[config.mk]
export PLATFORM = sky130hd
export DESIGN_NAME = log_dump_ctrl
export DESIGN_NICKNAME = d
export VERILOG_FILES = /design/src/rtl/log_dump_pkg.sv /design/src/rtl/log_word_serializer.sv /design/src/rtl/log_dump_ctrl.sv
export SDC_FILE = /design/constraint.sdc
export NUM_CORES = 1
export LEC_CHECK = 0
export BUFFER_PORTS_ARGS = -buffer_cell sky130_fd_sc_hd__clkbuf_2
export CORE_MARGIN = 4
export CORE_UTILIZATION = 55
export CTS_BUF_LIST = sky130_fd_sc_hd__clkbuf_2
export DETAILED_ROUTE_END_ITERATION = 7
export GPL_ROUTABILITY_DRIVEN = 0
export PLACE_DENSITY = 0.91
export SLEW_MARGIN = 20
export SYNTH_ARGS = -nofsm -noshare
export SYNTH_HDL_FRONTEND = slang
export SYNTH_SLANG_ARGS = --single-unit
[constraint.sdc]
create_clock -name clk -period 2.3 [get_ports clk]
set_input_delay 0.345 -clock clk [delete_from_list [all_inputs] [get_ports clk]]
set_output_delay 0.345 -clock clk [all_outputs]
set_load 0.01 [all_outputs]
[src/rtl/log_dump_pkg.sv]
`default_nettype none
// ============================================================================
// Module      : log_dump_pkg
// Description : Shared types and constants for the log dump sequencer.
//               Build option LOG_DUMP_CSUM_EN adds the checksum state.
// Revision    : 1.0 - initial release
// ============================================================================
package log_dump_pkg;

    typedef enum logic [2:0] {
        ST_IDLE      = 3'd0,
        ST_LOGGING   = 3'd1,
        ST_FULL_IDLE = 3'd2,
        ST_SETTLE    = 3'd3,
        ST_FETCH     = 3'd4,
        ST_SEND      = 3'd5
`ifdef LOG_DUMP_CSUM_EN
        ,
        ST_CSUM      = 3'd6
`endif
    } state_t;

    localparam logic [1:0] CMD_START_LOG = 2'b01;
    localparam logic [1:0] CMD_DUMP      = 2'b10;
    localparam logic [1:0] CMD_ABORT     = 2'b11;

    localparam int BYTES_PER_WORD = 4;

endpackage
`default_nettype wire

[src/rtl/log_word_serializer.sv]
`default_nettype none
// ============================================================================
// Module      : log_word_serializer
// Description : Loads a logger word and emits it LSB byte first over a
//               registered valid/ready byte channel; flags the last byte.
//               A single-byte load emits only word[7:0].
// Revision    : 1.0 - initial release
// ============================================================================
module log_word_serializer
    import log_dump_pkg::*;
#(
    parameter int WORD_WIDTH = 32
) (
    input  logic                  clk,
    input  logic                  i_rst,
    input  logic                  i_clear,
    input  logic                  i_load,
    input  logic                  i_single,
    input  logic [WORD_WIDTH-1:0] i_word,
    input  logic                  i_ready,
    output logic [7:0]            o_byte,
    output logic                  o_valid,
    output logic                  o_last
);

    localparam logic [1:0] c_last_idx = 2'(BYTES_PER_WORD - 1);

    logic [WORD_WIDTH-1:0] r_shift;
    logic [7:0]            r_byte;
    logic                  r_valid;
    logic [1:0]            r_left;

    // Load takes priority over an in-flight transfer; clear/reset drop the stream.
    always_ff @(posedge clk) begin
        if (i_rst || i_clear) begin
            r_shift <= '0;
            r_byte  <= 8'h00;
            r_valid <= 1'b0;
            r_left  <= 2'd0;
        end else if (i_load) begin
            r_shift <= i_word >> 8;
            r_byte  <= i_word[7:0];
            r_valid <= 1'b1;
            r_left  <= i_single ? 2'd0 : c_last_idx;
        end else if (r_valid && i_ready) begin
            if (r_left == 2'd0) begin
                r_valid <= 1'b0;
            end else begin
                r_byte  <= r_shift[7:0];
                r_shift <= r_shift >> 8;
                r_left  <= r_left - 2'd1;
            end
        end
    end

    assign o_byte  = r_byte;
    assign o_valid = r_valid;
    assign o_last  = r_valid && (r_left == 2'd0);

endmodule
`default_nettype wire

[src/rtl/log_dump_ctrl.sv]
`default_nettype none
// ============================================================================
// Module      : log_dump_ctrl
// Description : Capture/dump sequencer for the dual-BRAM sample logger.
//               Starts a capture, waits for full, then sweeps every address
//               and streams each word as four bytes. Build option
//               LOG_DUMP_CSUM_EN appends an XOR checksum byte.
// Revision    : 1.0 - initial release
// ============================================================================
module log_dump_ctrl
    import log_dump_pkg::*;
#(
    parameter int BRAM_ADDR_WIDTH = 15,
    parameter int WORD_WIDTH      = 32,
    parameter int RD_LAT          = 1
) (
    input  logic                       clk,
    input  logic                       i_rst,
    input  logic                       i_cmd_valid,
    input  logic [1:0]                 i_cmd,
    output logic                       o_cmd_err,
    output logic                       o_run_log,
    output logic                       o_read_log,
    output logic [BRAM_ADDR_WIDTH-1:0] o_addr_log,
    input  logic                       i_mem_full,
    input  logic [WORD_WIDTH-1:0]      i_log_word,
    output logic [7:0]                 o_byte,
    output logic                       o_byte_valid,
    input  logic                       i_byte_ready,
    output logic                       o_busy,
    output logic                       o_done
);

    // FETCH lasts RD_LAT+1 cycles: RD_LAT for the read, one to capture it.
    localparam int FETCH_W = (RD_LAT > 0) ? $clog2(RD_LAT + 1) : 1;
    localparam logic [FETCH_W-1:0]         c_fetch_last = FETCH_W'(RD_LAT);
    localparam logic [BRAM_ADDR_WIDTH-1:0] c_addr_max   = {BRAM_ADDR_WIDTH{1'b1}};

    state_t                     r_state;
    logic [BRAM_ADDR_WIDTH-1:0] r_addr;
    logic [FETCH_W-1:0]         r_fetch_cnt;
    logic                       r_cmd_err;
    logic                       r_run_log;
    logic                       r_read_log;
    logic                       r_done;
`ifdef LOG_DUMP_CSUM_EN
    logic [7:0]                 r_csum;
    logic [7:0]                 w_csum_next;
`endif

    logic                  w_start;
    logic                  w_dump;
    logic                  w_abort;
    logic                  w_xfer;
    logic                  w_last;
    logic                  w_ser_load;
    logic                  w_ser_single;
    logic [WORD_WIDTH-1:0] w_ser_word;

    assign w_start = i_cmd_valid && (i_cmd == CMD_START_LOG);
    assign w_dump  = i_cmd_valid && (i_cmd == CMD_DUMP);
    assign w_abort = i_cmd_valid && (i_cmd == CMD_ABORT);
    assign w_xfer  = o_byte_valid && i_byte_ready;
`ifdef LOG_DUMP_CSUM_EN
    assign w_csum_next = r_csum ^ o_byte;
`endif

    // Serializer load: word capture at the end of FETCH, checksum byte after the last data byte.
    always_comb begin
        w_ser_load   = 1'b0;
        w_ser_single = 1'b0;
        w_ser_word   = i_log_word;
        if (!w_abort) begin
            if (r_state == ST_FETCH && r_fetch_cnt == c_fetch_last) begin
                w_ser_load = 1'b1;
            end
`ifdef LOG_DUMP_CSUM_EN
            else if (r_state == ST_SEND && w_xfer && w_last && r_addr == c_addr_max) begin
                w_ser_load   = 1'b1;
                w_ser_single = 1'b1;
                w_ser_word   = {{(WORD_WIDTH-8){1'b0}}, w_csum_next};
            end
`endif
        end
    end

    // Main sequencer: command handling, address sweep and one-cycle pulses.
    always_ff @(posedge clk) begin
        if (i_rst) begin
            r_state     <= ST_IDLE;
            r_addr      <= '0;
            r_fetch_cnt <= '0;
            r_cmd_err   <= 1'b0;
            r_run_log   <= 1'b0;
            r_read_log  <= 1'b0;
            r_done      <= 1'b0;
`ifdef LOG_DUMP_CSUM_EN
            r_csum      <= 8'h00;
`endif
        end else begin
            r_cmd_err  <= 1'b0;
            r_run_log  <= 1'b0;
            r_read_log <= 1'b0;
            r_done     <= 1'b0;
            if (w_abort) begin
                r_state     <= ST_IDLE;
                r_addr      <= '0;
                r_fetch_cnt <= '0;
`ifdef LOG_DUMP_CSUM_EN
                r_csum      <= 8'h00;
`endif
            end else begin
                case (r_state)
                    ST_IDLE: begin
                        if (w_start) begin
                            r_run_log <= 1'b1;
                            r_state   <= ST_LOGGING;
                        end else if (w_dump) begin
                            r_cmd_err <= 1'b1;
                        end
                    end
                    ST_LOGGING: begin
                        if (w_start || w_dump) r_cmd_err <= 1'b1;
                        if (i_mem_full) begin
                            r_done  <= 1'b1;
                            r_state <= ST_FULL_IDLE;
                        end
                    end
                    ST_FULL_IDLE: begin
                        if (w_dump) begin
                            r_read_log  <= 1'b1;
                            r_addr      <= '0;
                            r_fetch_cnt <= '0;
`ifdef LOG_DUMP_CSUM_EN
                            r_csum      <= 8'h00;
`endif
                            r_state     <= ST_SETTLE;
                        end else if (w_start) begin
                            r_run_log <= 1'b1;
                            r_state   <= ST_LOGGING;
                        end
                    end
                    ST_SETTLE: begin
                        if (w_start || w_dump) r_cmd_err <= 1'b1;
                        r_fetch_cnt <= '0;
                        r_state     <= ST_FETCH;
                    end
                    ST_FETCH: begin
                        if (w_start || w_dump) r_cmd_err <= 1'b1;
                        if (r_fetch_cnt == c_fetch_last) begin
                            r_state <= ST_SEND;
                        end else begin
                            r_fetch_cnt <= r_fetch_cnt + 1'b1;
                        end
                    end
                    ST_SEND: begin
                        if (w_start || w_dump) r_cmd_err <= 1'b1;
                        if (w_xfer) begin
`ifdef LOG_DUMP_CSUM_EN
                            r_csum <= w_csum_next;
`endif
                            if (w_last) begin
                                if (r_addr == c_addr_max) begin
`ifdef LOG_DUMP_CSUM_EN
                                    r_state <= ST_CSUM;
`else
                                    r_done  <= 1'b1;
                                    r_state <= ST_FULL_IDLE;
`endif
                                end else begin
                                    r_addr      <= r_addr + 1'b1;
                                    r_fetch_cnt <= '0;
                                    r_state     <= ST_FETCH;
                                end
                            end
                        end
                    end
`ifdef LOG_DUMP_CSUM_EN
                    ST_CSUM: begin
                        if (w_start || w_dump) r_cmd_err <= 1'b1;
                        if (w_xfer) begin
                            r_done  <= 1'b1;
                            r_state <= ST_FULL_IDLE;
                        end
                    end
`endif
                    default: r_state <= ST_IDLE;
                endcase
            end
        end
    end

    log_word_serializer #(
        .WORD_WIDTH (WORD_WIDTH)
    ) u_serializer (
        .clk      (clk),
        .i_rst    (i_rst),
        .i_clear  (w_abort),
        .i_load   (w_ser_load),
        .i_single (w_ser_single),
        .i_word   (w_ser_word),
        .i_ready  (i_byte_ready),
        .o_byte   (o_byte),
        .o_valid  (o_byte_valid),
        .o_last   (w_last)
    );

    assign o_cmd_err  = r_cmd_err;
    assign o_run_log  = r_run_log;
    assign o_read_log = r_read_log;
    assign o_addr_log = r_addr;
    assign o_done     = r_done;
    assign o_busy     = (r_state != ST_IDLE) && (r_state != ST_FULL_IDLE);

endmodule
`default_nettype wire

==> results of run 1 <==
[path summary, 6_finish.rpt]
path                                                 end
worst max register to register             o_addr_log[4]
worst min-delay path                          o_read_log
worst min register to register  u_serializer.r_shift[22]
worst max-delay path                       o_addr_log[4]
[kinds of logic after synthesis]
group,Yosys count
compound gates,78
fa+ha+maj,2
xor+xnor,2
flops,58
buf+inv,26
mux,28
simple gates,124
[per-layer routing]
metal  vias up  share of wire (%)
li1       1298                  -
met1      1184                 44
met2       102                 47
met3        14                7.2
met4         0                2.0
met5         -                  0
[worst max-delay path: stages (launching register included)]
cell and delay, ns:
dfxtp_1 0.44, ha_1 0.22, and3_4 0.23, nand3_1 0.18
o21ai_2 0.41, nand2_1 0.25, a31oi_1 0.24
[cell type report]
cell class | count | area share, %
multi-input cells | 234 | 46.3
flip-flops and latches | 58 | 36.1
repair buffers | 72 | 11.6
well taps | 67 | 2.60
clock buffers | 9 | 1.40
clock inverters | 7 | 1.40
inverters | 5 | 0.583
[state kept, by name, summed over array words and instances, names as in the netlist]
signal,count
r_fetch_cnt,1
r_state,3
u_serializer.o_byte,8
u_serializer.r_shift,24
o_addr_log,15
o_done,1
o_cmd_err,1
o_run_log,1
o_read_log,1
u_serializer.r_left,2
u_serializer.o_valid,1
[cell usage in the layout, fill, tap and decap left out, types with 3 or more instances in the layout]
master,count
nand3b_1,3
nor2b_1,5
a211oi_1,25
clkinvlp_4,3
and3_4,3
clkbuf_2,76
inv_1,5
dfxtp_1,58
nor2_1,38
and3b_1,3
a31oi_1,10
o21ai_0,4
nand3_1,24
mux2i_1,27
nand2_1,24
or2_2,3
and3_1,5
buf_4,5
a21oi_1,23
[stage by stage]
stage / hold slack (ns) / setup slack, ns / total power [mW]
after floorplan: 0.417 / 0.441 / 1.07
after global placement: 0.453 / 0.476 / 1.12
after detailed placement: 0.461 / 0.352 / 1.12
after CTS: 0.0103 / 0.289 / 1.64
after global routing: 0.00556 / 0.0875 / 1.70
final: 0.0457 / 0.272 / 1.63
[synthesized netlist by cell type, types with 4 or more instances]
library cell / count / area share (%)
a211oi_1: 25 / 6.8
a21oi_1: 23 / 4.2
a31oi_1: 10 / 2.3
and3_1: 5 / 1.1
buf_2: 7 / 1.3
clkbuf_1: 12 / 1.6
dfxtp_1: 58 / 42
inv_1: 5 / 0.68
mux2i_1: 27 / 9.8
nand2_1: 24 / 3.3
nand3_1: 25 / 4.5
nor2_1: 38 / 5.2
nor2b_1: 5 / 1.1
o21ai_0: 4 / 0.73
[where the power goes]
part | total, mW | internal (mW) | switching, mW
Sequential | 1.01 | 1.01 | 0.00387
Clock | 0.526 | 0.137 | 0.389
Combinational | 0.0880 | 0.0388 | 0.0493
Total | 1.63 | 1.18 | 0.442
==> impl_metrics.py, run 1 <==
metrics = {
    "outcome": {
        "status": "finished clean",
    },
    "layout": {
        "final_util_pct": 67.2,
        "num-nets-final": 421,
        "final_area_mm2": 0.00322,
        "fill_cells": 394,
        "multi_input_area_mm2": 0.00149,
        "seq_area_mm2": 0.00116,
        "syn_to_final_growth_pct": 16.6,
        "final_cells": 452,
        "drive_above_1_share_pct": 26.0,
        "num_antenna_cells": 0,
    },
    "sta": {
        "setup_viol": 0,
        "finalCriticalPeriod_ns": 2.03,
        "timing.final.crit_share_pct": 88.2,
        "finalHoldViolations": 0,
        "relSlewSlack_pct": 63.9,
        "setup_tns_ns": 0,
        "skew_ns": 0.0183,
        "worst_pin_slew_ns": 0.541,
        "drv_slew": 0,
        "clock.fmax_ghz": 0.493,
        "rsz0062_at_grt": "false",
    },
    "clock_network": {
        "cts_buffer_depth": 2,
        "ctsResizeCount": 0,
        "clk_pin_slew_ns": 0.17,
        "cts_hold_buf": 0,
        "htree_levels": 3,
        "cts_root_buf": "clkbuf_2",
        "clk_latency_ns": 0.48,
        "cts_tree": "done",
        "cts_made_buffers": 9,
        "clock_sinks": 58,
        "cts_setup_buffers": 0,
    },
    "flow_run": {
        "maxCapViolCount": 0,
    },
    "power_and_ir_drop": {
        "ir_drop_mv": 0.385,
        "power.density_mw_per_mm2": 505,
        "leakage_nw": 1.44,
    },
    "routing": {
        "dr_total_vias": 2598,
        "wirelength_um": 6500,
        "ant_nets": 0,
        "initialDrtViolationCount": 256,
        "dr.pass1.iters": 4,
        "vias_per_cell": 5.75,
        "wire_per_inst_um": 14.4,
        "drc": 0,
    },
    "worst_setup_path": {
        "worstSetupEndpointType": "flip-flop",
        "path_max_fanout": 10,
        "reg2reg_from": "o_addr_log[0]",
        "critical_path_required_ns": 2.72,
        "worstSetupStartpointType": "flip-flop",
        "worstSetupPathType": "flip-flop to flip-flop",
        "reg2reg_slack_ns": 0.27,
        "cp.arrival_ns": 2.45,
        "reg2reg_depth": 6,
        "crit_path_start": "o_addr_log[0]",
    },
    "synthesis": {
        "synthSimpleGateAreaFrac_pct": 22.9,
        "synth_compound_area_share_pct": 19.1,
        "synth_cell_types": 47,
        "synth_async_sr_flop_share_pct": 0,
        "synth_fa_ha_area_share_pct": 0.907,
        "synth_xor_area_share_pct": 0.635,
        "synth_nets": 359,
        "synth_mux_area_share_pct": 10.2,
        "synth-seq-area-share_pct": 42.1,
        "syn_area_mm2": 0.00276,
        "ys_warn_count": 0,
        "dominantRegCellSynth": "dfxtp_1",
        "synth.avg_cell_area_um2": 8.68,
        "synthCells": 318,
        "synth_edf_count": 0,
        "synth_top_family_by_area": "simple AND/OR/NAND/NOR gates",
        "ys_ff_latch": 58,
    },
    "floorplanning": {
        "die_w_um": 78.8,
        "dieArea_mm2": 0.00621,
        "ios": 68,
        "coreArea_mm2": 0.00479,
        "rows": 25,
        "initial_core_util_pct": 57.6,
        "chipHeight_um": 78.8,
    },
    "global_route": {
        "grt_pass1_wl_um": 10600,
        "grt_util_met3_pct": 6.24,
        "grt_use_met1_pct": 27.2,
        "track_usage_pct": 21.5,
        "met2_usage_pct": 33.6,
        "gr-total-overflow": 0,
        "grt-busiest-layer": "met2",
        "grt_max_degree": 59,
        "grt_pass1_vias": 2367,
        "grt_antenna_before_repair": 0,
    },
    "place": {
        "dp_hpwl_um": 4650,
        "port_buffers": 67,
        "dpl_cell_area_mm2": 0.00313,
        "dp.cells": 436,
    },
    "hold_path": {
        "hp-class": "input pin to flip-flop",
        "holdPathStages": 2,
        "min_from": "i_rst",
    },
}
Power figures use the tool's default switching activity.
==> inputs of run 2 (changes only) <==
- CORE_ASPECT_RATIO: unset -> 0.5
- CORE_UTILIZATION: 55 -> 51
- PLACE_DENSITY: 0.91 -> 0.86
- SKIP_LAST_GASP: unset -> 1
==> run 2 against run 1 <==
  * Maximum frequency is 0.24% lower
  * Routed wire length increased by 3.0%
  * Design area is 2.2% higher
  * Global-route usage rose by 0.16 points
  * First-iteration DRC count decreased by 27%
  * Cell count grew 0.66%
  * Die area is 8.2% higher
  * Via count grew 0.35%
  * Clock-buffer cell count is 1 higher
  * Largest cell class unchanged
==> impl_metrics.py, run 2 (synthesized netlist as in run 1, its figures left out) <==
metrics = {
    "outcome": {
        "status": "finished clean",
    },
    "layout": {
        "regMostFlops": "u_serializer.r_shift",
        "final_util_pct": 64.9,
        "final_cell_mix": "77 x clkbuf_2, 58 x dfxtp_1, 38 x nor2_1, 27 x mux2i_1, 25 x a211oi_1",
        "final_cells": 455,
        "syn_to_final_growth_pct": 19.2,
        "layout_commonest_cell": "clkbuf_2",
        "fill_cells": 436,
        "num_antenna_cells": 0,
        "largest_reg_flops": 24,
        "drive_above_1_share_pct": 26.0,
        "final_area_mm2": 0.00329,
        "num-nets-final": 421,
    },
    "sta": {
        "worst_pin_slew_ns": 0.515,
        "clock.fmax_ghz": 0.492,
        "setup_tns_ns": 0,
        "finalCriticalPeriod_ns": 2.03,
        "skew_ns": 0.0233,
        "finalHoldViolations": 0,
        "relSlewSlack_pct": 65.7,
        "timing.final.crit_share_pct": 88.4,
        "setup_viol": 0,
        "drv_slew": 0,
        "rsz0062_at_grt": "false",
    },
    "power_and_ir_drop": {
        "ir_drop_mv": 0.343,
        "power.density_mw_per_mm2": 591,
        "pwr-share-seq_pct": 52.0,
        "clkPwrFrac_pct": 43.4,
        "leakage_nw": 1.48,
        "total_power_mw": 1.95,
        "switchingPower_mw": 0.429,
        "p_sw_share_pct": 22.0,
        "p_int_mw": 1.52,
        "combPwrFrac_pct": 4.5,
    },
    "clock_network": {
        "ctsResizeCount": 0,
        "cts_tree": "done",
        "cts_setup_buffers": 0,
        "cts_root_buf": "clkbuf_2",
        "clk_latency_ns": 0.48,
        "cts_buffer_depth": 2,
        "htree_levels": 3,
        "clk_pin_slew_ns": 0.17,
        "cts_hold_buf": 0,
        "cts_made_buffers": 9,
        "clock_sinks": 58,
    },
    "worst_setup_path": {
        "worstSetupEndpointType": "flip-flop",
        "reg2reg_slack_ns": 0.27,
        "worstSetupPathType": "flip-flop to flip-flop",
        "reg2reg_from": "o_addr_log[0]",
        "critical_path_required_ns": 2.69,
        "path_max_fanout": 10,
        "cp.arrival_ns": 2.42,
        "rr_endpoint": "o_addr_log[7]",
        "worstSetupStartpointType": "flip-flop",
        "reg2reg_depth": 6,
    },
    "floorplanning": {
        "rows": 18,
        "ios": 68,
        "coreArea_mm2": 0.00507,
        "chipHeight_um": 60.0,
        "dieArea_mm2": 0.00672,
        "die_w_um": 112,
        "initial_core_util_pct": 54.4,
    },
    "global_route": {
        "grt_pass1_vias": 2499,
        "gr-total-overflow": 0,
        "grt_max_degree": 59,
        "track_usage_pct": 21.7,
        "grt_antenna_before_repair": 0,
        "grt_pass1_wl_um": 11700,
    },
    "routing": {
        "dr.pass1.iters": 4,
        "vias_per_cell": 5.73,
        "drc": 0,
        "initialDrtViolationCount": 188,
        "wire_per_inst_um": 14.7,
        "wirelength_um": 6690,
        "ant_nets": 0,
        "dr_total_vias": 2607,
    },
    "hold_path": {
        "min_to": "u_serializer.r_shift[21]",
        "min_from": "i_log_word[29]",
        "hp-class": "input pin to flip-flop",
        "holdPathStages": 3,
    },
    "place": {
        "dp_hpwl_um": 4810,
        "dp.cells": 438,
        "dpl_cell_area_mm2": 0.00312,
        "port_buffers": 67,
    },
    "flow_run": {
        "maxCapViolCount": 0,
    },
}
run 2: worst max-delay path by stage:
stage,start,end,slack [ns],cells after the start
floorplan,o_addr_log[0],o_addr_log[12],0.44,7
global placement,o_addr_log[0],o_addr_log[12],0.48,6
detailed placement,o_addr_log[0],o_addr_log[7],0.37,6
CTS,o_addr_log[0],o_addr_log[7],0.31,6
global route,o_addr_log[0],o_addr_log[7],0.12,6
finish,o_addr_log[0],o_addr_log[7],0.27,6
run 2: power groups by stage:
stage	Combinational (mW)	Clock (mW)	Sequential [mW]
floorplan	0.0420	0	1.03
global placement	0.0842	0	1.03
detailed placement	0.0862	0	1.03
CTS	0.0870	0.860	1.01
global route	0.0979	0.923	1.01
finish	0.0881	0.845	1.01
run 2: metrics by stage:
| stage | setup slack (ns) | hold WS, ns |
|---|---|---|
| floorplan | 0.441 | 0.417 |
| global placement | 0.485 | 0.457 |
| detailed placement | 0.365 | 0.459 |
| CTS | 0.309 | 0.0123 |
| global route | 0.119 | 0.0213 |
| finish | 0.267 | 0.0879 |
run 2: area by class of cell:
type                    instances  area (um^2)  share of cell area (%)
well taps                      70         87.6                    2.66
flip-flops and latches         58         1160                    35.3
repair buffers                 72          375                    11.4
clock buffers                  10         50.0                    1.52
inverters                       5         18.8                   0.571
clock inverters                 6          105                    3.20
multi-input cells             234         1490                    45.3
run 2: metal layers:
layer / GRT usage, % / wire length [um] / vias up
met1: 25.3 / 2860 / 1170
met3: 9.40 / 579 / 20
met2: 37.0 / 3120 / 125
met5: 0 / 0 / -
met4: 6.68 / 138 / 0
li1: - / - / 1292
run 2: worst max-delay path: stages (launching register included):
cell,delay (ns)
dfxtp_1,0.42
ha_1,0.19
and3_4,0.22
nand3_1,0.19
o21ai_2,0.41
nand2_1,0.25
a31oi_1,0.26
